$ cat config.mk
export PLATFORM = sky130hd
export DESIGN_NAME = uart_rx
export DESIGN_NICKNAME = d
export VERILOG_FILES = /design/src/rtl/uart_pkg.sv /design/src/rtl/uart_rx_sipo.sv /design/src/rtl/uart_rx.sv
export SDC_FILE = /design/constraint.sdc
export NUM_CORES = 1
export LEC_CHECK = 0
export ABC_AREA = 1
export BUFFER_PORTS_ARGS = -buffer_cell sky130_fd_sc_hd__buf_2
export CAP_MARGIN = 20
export CORE_MARGIN = 5
export CORE_UTILIZATION = 30
export DETAILED_ROUTE_END_ITERATION = 12
export PLACE_DENSITY = 0.5
export SYNTH_ARGS = -nofsm -noshare
export SYNTH_HDL_FRONTEND = slang
export SYNTH_SLANG_ARGS = --single-unit
$ cat constraint.sdc
create_clock -name clock -period 3.25 [get_ports clock]
set_input_delay 0.325 -clock clock [delete_from_list [all_inputs] [get_ports clock]]
set_output_delay 0.325 -clock clock [all_outputs]
set_load 0.01 [all_outputs]
$ cat src/rtl/uart_pkg.sv
// Shared UART definitions: receiver state encoding, frame width and the
// even-parity helper used by both the transmit and receive parity logic.
package uart_pkg;

  localparam int DATA_BITS = 8;

  typedef enum logic [2:0] {
    IDLE,
    START,
    DATA,
    PARITY,
    STOP
  } rx_state_t;

  // Even-parity bit for a data word: the bit that makes the total count of
  // ones (data plus parity) even.
  function automatic logic even_parity(input logic [DATA_BITS-1:0] data);
    return ^data;
  endfunction

endpackage

$ cat src/rtl/uart_rx_sipo.sv
// Serial-in/parallel-out register for the UART receiver. Bits arrive LSB
// first, so each new bit enters at the MSB end and the word moves right;
// after DATA_BITS shifts the first bit received sits in bit 0.
module sipo
  import uart_pkg::*;
(
  input  logic                 clock,
  input  logic                 reset,
  input  logic                 shift,
  input  logic                 din,
  output logic [DATA_BITS-1:0] dout
);

  // Shift one sampled bit in; reset discards any partial word.
  always_ff @(posedge clock or negedge reset) begin
    if (!reset) begin
      dout <= '0;
    end else if (shift) begin
      dout <= {din, dout[DATA_BITS-1:1]};
    end
  end

endmodule

$ cat src/rtl/uart_rx.sv
// UART receiver: synchronises the serial line, samples each bit at mid-bit,
// rebuilds the byte through the SIPO and reports parity and framing errors.
module uart_rx
  import uart_pkg::*;
#(
  parameter int CLKS_PER_BIT = 16,
  parameter bit PARITY_EN    = 1'b1
) (
  input  logic                 clock,
  input  logic                 reset,
  input  logic                 rx_in,
  output logic [DATA_BITS-1:0] data_out,
  output logic                 data_valid,
  output logic                 parity_err,
  output logic                 frame_err,
  output logic                 busy
);

  localparam int CNT_W = $clog2(CLKS_PER_BIT);
  localparam logic [CNT_W-1:0] HALF_LAST = CNT_W'(CLKS_PER_BIT / 2 - 1);
  localparam logic [CNT_W-1:0] BIT_LAST  = CNT_W'(CLKS_PER_BIT - 1);
  localparam logic [2:0]       IDX_LAST  = 3'(DATA_BITS - 1);

  logic [1:0]           sync_reg;
  logic                 rx_s;
  rx_state_t            state_reg, state_next;
  logic [CNT_W-1:0]     cnt_reg, cnt_next;
  logic [2:0]           idx_reg, idx_next;
  logic                 armed_reg, armed_next;
  logic                 perr_pend_reg, perr_pend_next;
  logic [DATA_BITS-1:0] data_reg, data_next;
  logic                 data_valid_reg, data_valid_next;
  logic                 parity_err_reg, parity_err_next;
  logic                 frame_err_reg, frame_err_next;
  logic                 shift;
  logic [DATA_BITS-1:0] sipo_dout;

  // Two-flop synchroniser; flops reset high so the line looks idle.
  always_ff @(posedge clock or negedge reset) begin
    if (!reset) begin
      sync_reg <= 2'b11;
    end else begin
      sync_reg <= {sync_reg[0], rx_in};
    end
  end

  assign rx_s = sync_reg[1];

  sipo u_sipo (
    .clock (clock),
    .reset (reset),
    .shift (shift),
    .din   (rx_s),
    .dout  (sipo_dout)
  );

  // State, counters and registered outputs.
  always_ff @(posedge clock or negedge reset) begin
    if (!reset) begin
      state_reg      <= IDLE;
      cnt_reg        <= '0;
      idx_reg        <= '0;
      armed_reg      <= 1'b0;
      perr_pend_reg  <= 1'b0;
      data_reg       <= '0;
      data_valid_reg <= 1'b0;
      parity_err_reg <= 1'b0;
      frame_err_reg  <= 1'b0;
    end else begin
      state_reg      <= state_next;
      cnt_reg        <= cnt_next;
      idx_reg        <= idx_next;
      armed_reg      <= armed_next;
      perr_pend_reg  <= perr_pend_next;
      data_reg       <= data_next;
      data_valid_reg <= data_valid_next;
      parity_err_reg <= parity_err_next;
      frame_err_reg  <= frame_err_next;
    end
  end

  // Next-state logic: mid-bit sampling schedule for start, data, parity, stop.
  always_comb begin
    state_next      = state_reg;
    cnt_next        = cnt_reg + 1'b1;
    idx_next        = idx_reg;
    armed_next      = armed_reg;
    perr_pend_next  = perr_pend_reg;
    data_next       = data_reg;
    data_valid_next = 1'b0;
    parity_err_next = parity_err_reg;
    frame_err_next  = frame_err_reg;
    shift           = 1'b0;

    unique case (state_reg)
      IDLE: begin
        cnt_next = '0;
        // Arming needs a high line first, so a line held low after a
        // framing error cannot start a new frame.
        if (rx_s) begin
          armed_next = 1'b1;
        end else if (armed_reg) begin
          state_next = START;
        end
      end
      START: begin
        if (cnt_reg == HALF_LAST) begin
          cnt_next = '0;
          if (rx_s) begin
            state_next = IDLE;          // short low pulse: not a real start bit
          end else begin
            state_next = DATA;
            idx_next   = '0;
          end
        end
      end
      DATA: begin
        if (cnt_reg == BIT_LAST) begin
          shift    = 1'b1;
          cnt_next = '0;
          if (idx_reg == IDX_LAST) begin
            state_next = PARITY_EN ? PARITY : STOP;
          end else begin
            idx_next = idx_reg + 1'b1;
          end
        end
      end
      PARITY: begin
        if (cnt_reg == BIT_LAST) begin
          perr_pend_next = even_parity(sipo_dout) ^ rx_s;
          cnt_next       = '0;
          state_next     = STOP;
        end
      end
      STOP: begin
        if (cnt_reg == BIT_LAST) begin
          data_next       = sipo_dout;
          parity_err_next = PARITY_EN ? perr_pend_reg : 1'b0;
          frame_err_next  = ~rx_s;
          data_valid_next = 1'b1;
          armed_next      = 1'b0;
          cnt_next        = '0;
          state_next      = IDLE;
        end
      end
      default: state_next = IDLE;
    endcase
  end

  assign data_out   = data_reg;
  assign data_valid = data_valid_reg;
  assign parity_err = parity_err_reg;
  assign frame_err  = frame_err_reg;
  assign busy       = (state_reg != IDLE);

endmodule

Word level (Yosys, flattened, before mapping)
Index checks and enable logic that the tools add are counted.

Multiplexer cells: 23. Bitwise logic cells: 2. Reductions and logical operators: 11. Eq/ne operators: 17. Add/subtract/negate cells: 2.

Operators by type and width (count): $mux W3 (11); $ne A2 B2 Y1 const B (10); $pmux W3 S5 (1); $pmux W4 S3 (1); $mux W4 (2); $reduce_xor A8 Y1 (1); $reduce_and A7 Y1 (1); $eq A3 B2 Y1 const B (2); $eq A3 B3 Y1 const B (2); $pmux W3 S2 (1); $mux W1 (5); $reduce_and A5 Y1 (1); $add A4 B1 Y4 const B (1); $eq A4 B3 Y1 const B (1); $eq A4 B4 Y1 const B (1); $reduce_and A2 Y1 (2); $reduce_bool A2 Y1 (2); $add A3 B1 Y3 const B (1); $eq A3 B1 Y1 const B (1); $logic_not A3 Y1 (1); $reduce_and A3 Y1 (1); $reduce_bool A3 Y1 (1); $reduce_or A3 Y1 (1); $mux W2 (1); 3 further kinds (3).

Logic and storage cells: 66. Output and inout bits: 12. Input port bits: 3. Register bits: 33.

Logic depth before layout (Yosys ltp)
Depth in word-level cells: 4. Mapped depth: 9. Depth with buffers taken out: 9.

Cells and area by module
From an unflattened synthesis, not the netlist that was laid out.

Cells, all modules: 191. Area total of the unflattened synthesis: 1596.5 um^2.

Modules (own cells, without submodules): uart_rx (cells each 157, area an instance 1291.2 um^2, times used 1, seq. area each 628.1 um^2); sipo (cells each 34, area an instance 305.3 um^2, times used 1, seq. area each 200.2 um^2).

Worst setup path after synthesis
No wires, ideal clock.

Kind: register -> register. Start: register cnt_reg[0]. End: register parity_err_reg, in the netlist parity_err. Required time: 3125 ps. Cell stages (with the launch flop): 7. Data arrival time: 1198 ps. Clock period less this slack: 1322 ps. Setup slack: 1928 ps. Setup time: 125 ps. Path buffers: 0. Cell sequence: dfrtp_1 -> ha_1 -> nand2_1 -> inv_1 -> nand2_2 -> nor2_2 -> mux2_2.

Cells in the longest elaborated chain, start to end: 2.

RTL lines: start: declaration (RTL line uart_rx.sv:27) `logic [CNT_W-1:0] cnt_reg, cnt_next;`; start signal: assignment (RTL line uart_rx.sv:71) `cnt_reg <= cnt_next;`; $eq A4 B4 Y1 (RTL line uart_rx.sv:136) `if (cnt_reg == BIT_LAST) begin`; $reduce_and A2 Y1 (no source line); end signal: assignment (RTL line uart_rx.sv:77) `parity_err_reg <= parity_err_next;`; end: declaration (RTL line uart_rx.sv:33) `logic parity_err_reg, parity_err_next;`.

No other way between the ends. A chain may end at the register's enable or synchronous reset.

Final worst setup path
Start: register state_reg[2]. End: output busy.

Cells in the longest elaborated chain, start to end: 1.

RTL lines: start: declaration (RTL line uart_rx.sv:26) `rx_state_t state_reg, state_next;`; start signal: assignment (RTL line uart_rx.sv:70) `state_reg <= state_next;`; $reduce_bool A3 Y1 (RTL line uart_rx.sv:154) `assign busy = (state_reg != IDLE);`; end: declaration (RTL line uart_rx.sv:16) `output logic busy`.

No other way between the ends.

==> metrics.txt <==
outcome=complete, no violations; post-synthesis sequential area ratio=0.538; WP data required=2920 ps; largest net degree at the start of global routing=34; Worst setup EP type=output port; via count=1178; hpwl dp=2030 um; maximum VDD drop=0.000161 V; Post-Synthesis Cells=186; CP Launch Type=flip-flop; number of CTS-inserted buffers=5; post-route worst setup slack=1590 ps; busiest grt layer=met2; CTS tree=done; Static Leak=0.970 nW; power per cell area=536 mW/mm^2; met1 Usage GRT=0.129; DRT Pass-1 Iters=4; Final GP Congestion=0.768; initial antenna violation count=0; Detailed Route Iter0 Violations=41; n_diodes=0; clk root buf=clkbuf_8; unrepaired setup endpoints after global routing=no; Post-CTS Setup Inserts=0; post-CTS sizing=0; min cycle time layout=1660 ps; Slew Limit Fails=0; met3 Track Usage GR=0.0263; DR vias/cell=4.27; # setup viols final=0; GR Overflow Total=0; Synth Warn #=0; final worst path period share=0.511; Die Y-Extent=81.7 um; fmax=602 MHz; I/O pin count=15; fraction of layout instances using a drive strength above 1=0.150; core area=0.00504 mm^2; Hold Fails Final Rpt=0; WL final=2820 um; Distinct cells, synth=24; Die Area=0.00667 mm^2; register bit total from synthesis=33; port buffer count=14; Cell Area, Placed=0.00168 mm^2; worst hold margin=109 ps; clk_lat worst skew=280 ps; Die X=81.7 um; Final Skew=8.75 ps; clk sinks=33; Std-Cell Rows=26; starting density of the core=0.305; Fill cells=529; Longest Clk Path Bufs=2; Crit Path Category=flip-flop to output port; Hold Path Class=input pin to asynchronous set/reset pin; Util after Layout=0.351; area growth from synthesis to layout=15.0%; first-pass GRT wire length=5200 um; syn_area_per_cell=8.28 um^2; setup TNS=0 ps; Nets=211; GRT Total Usage=0.104; Post-CTS Hold Fix Bufs=0; drt drc=0; maxcap violations=0; Slew Limit Headroom=0.497; Routed Antenna Nets=0; Post-Place Worst Slack=1630 ps; H-tree lvl count=2; vias in the first global route=1153; Crit Path Max Fanout=4; Mapped Nets=192; routed len/inst=10.2 um; actual slew at the worst max-slew pin=755 ps; Clock transition at path regs=70 ps; Arrival @ worst endpoint=1340 ps; M2 GR Usage=0.165; Synth Cell Area=0.00154 mm^2; final instance area=0.00177 mm^2
## worst paths after layout
path,cells after the start,to,slack [ps],startpoint
max reg2reg,7,parity_err,1640,cnt_reg[0]
min reg2reg,0,sync_reg[1],360,sync_reg[0]
max,5,busy,1590,state_reg[2]
max in group asynchronous,1,perr_pend_reg,2650,reset
min in group clock,1,sync_reg[0],150,rx_in
min,1,idx_reg[0],110,reset
## power by group
part	internal [mW]	switching [mW]	total (mW)	leakage (nW)
Clock	0.173	0.139	0.311	0.0455
Combinational	0.0560	0.120	0.176	0.480
Sequential	0.440	0.0219	0.462	0.444
Total	0.668	0.280	0.949	0.970
## layout by cell type (no fill, tap or decap)
cell type / count
xor2_1: 1
dfrtp_1: 31
inv_2: 1
clkbuf_8: 6
or2_1: 2
nor2_8: 1
buf_2: 14
nor2_1: 18
buf_4: 1
mux2_2: 1
o21ai_1: 2
nor2_2: 2
nand4_1: 1
clkbuf_1: 2
nand3_1: 8
nand2_1: 59
inv_1: 23
ha_1: 3
o21ai_0: 11
o22ai_1: 1
nand2_2: 1
o21ai_2: 2
a21oi_1: 10
dfstp_2: 2
nor3_1: 3
## critical path, cell delays in order, from the launching register on
cell and delay, ps:
dfrtp_1 410, inv_1 100, nand2_1 100, nor2_1 200, inv_1 100, buf_2 150
## kinds of logic (layout without fill, tap and decap cells)
| logic type | Yosys count | after routing | share of synthesized area |
|---|---|---|---|
| and+or+nand+nor | 95 | 95 | 0.261 |
| xor gates and xnor gates | 1 | 1 | 0.00569 |
| muxes | 1 | 1 | 0.00731 |
| DFF | 33 | 33 | 0.538 |
| buffers and inverters | 27 | 47 | 0.0739 |
| AOI/OAI and AO/OA | 26 | 26 | 0.0902 |
| adders and majority gates | 3 | 3 | 0.0244 |
## routing by layer
layer / vias to the layer above / wire length [um]
li1: 620 / -
met1: 539 / 1380
met2: 14 / 1290
met3: 5 / 96
met4: 0 / 51
met5: - / 0
## synthesized netlist by cell type
cell	count	area [um^2]
nor2_8	1	20.0
nand3_1	8	40.0
nor2_2	2	12.5
inv_1	23	86.3
nand2_1	59	221
inv_2	1	3.75
buf_4	1	7.51
xor2_1	1	8.76
or2_1	2	12.5
o22ai_1	1	6.26
mux2_2	1	11.3
o21ai_0	11	55.1
dfstp_2	2	52.6
nor2_1	18	67.6
ha_1	3	37.5
a21oi_1	10	50.1
nand2_2	1	6.26
nor3_1	3	15.0
buf_2	1	5.00
buf_6	1	11.3
o21ai_1	2	10.0
dfrtp_1	31	776
nand4_1	1	6.26
o21ai_2	2	17.5
## per-stage QoR
step,total power [mW],cells
2_1_floorplan,0.598,186
6_report,0.949,276
4_1_cts,0.969,276
3_3_place_gp,0.651,268
5_1_grt,1.03,276
3_5_place_dp,0.650,268
## final cells by class
cell class / instances / area [um^2] / share of cell area
Sequential cell: 33 / 828 / 0.468
Multi-Input combinational cell: 126 / 598 / 0.338
Clock buffer: 8 / 90.1 / 0.0508
Inverter: 24 / 90.1 / 0.0508
Tap cell: 70 / 87.6 / 0.0494
Timing Repair Buffer: 15 / 77.6 / 0.0438
(Power assumes the default switching activity.)
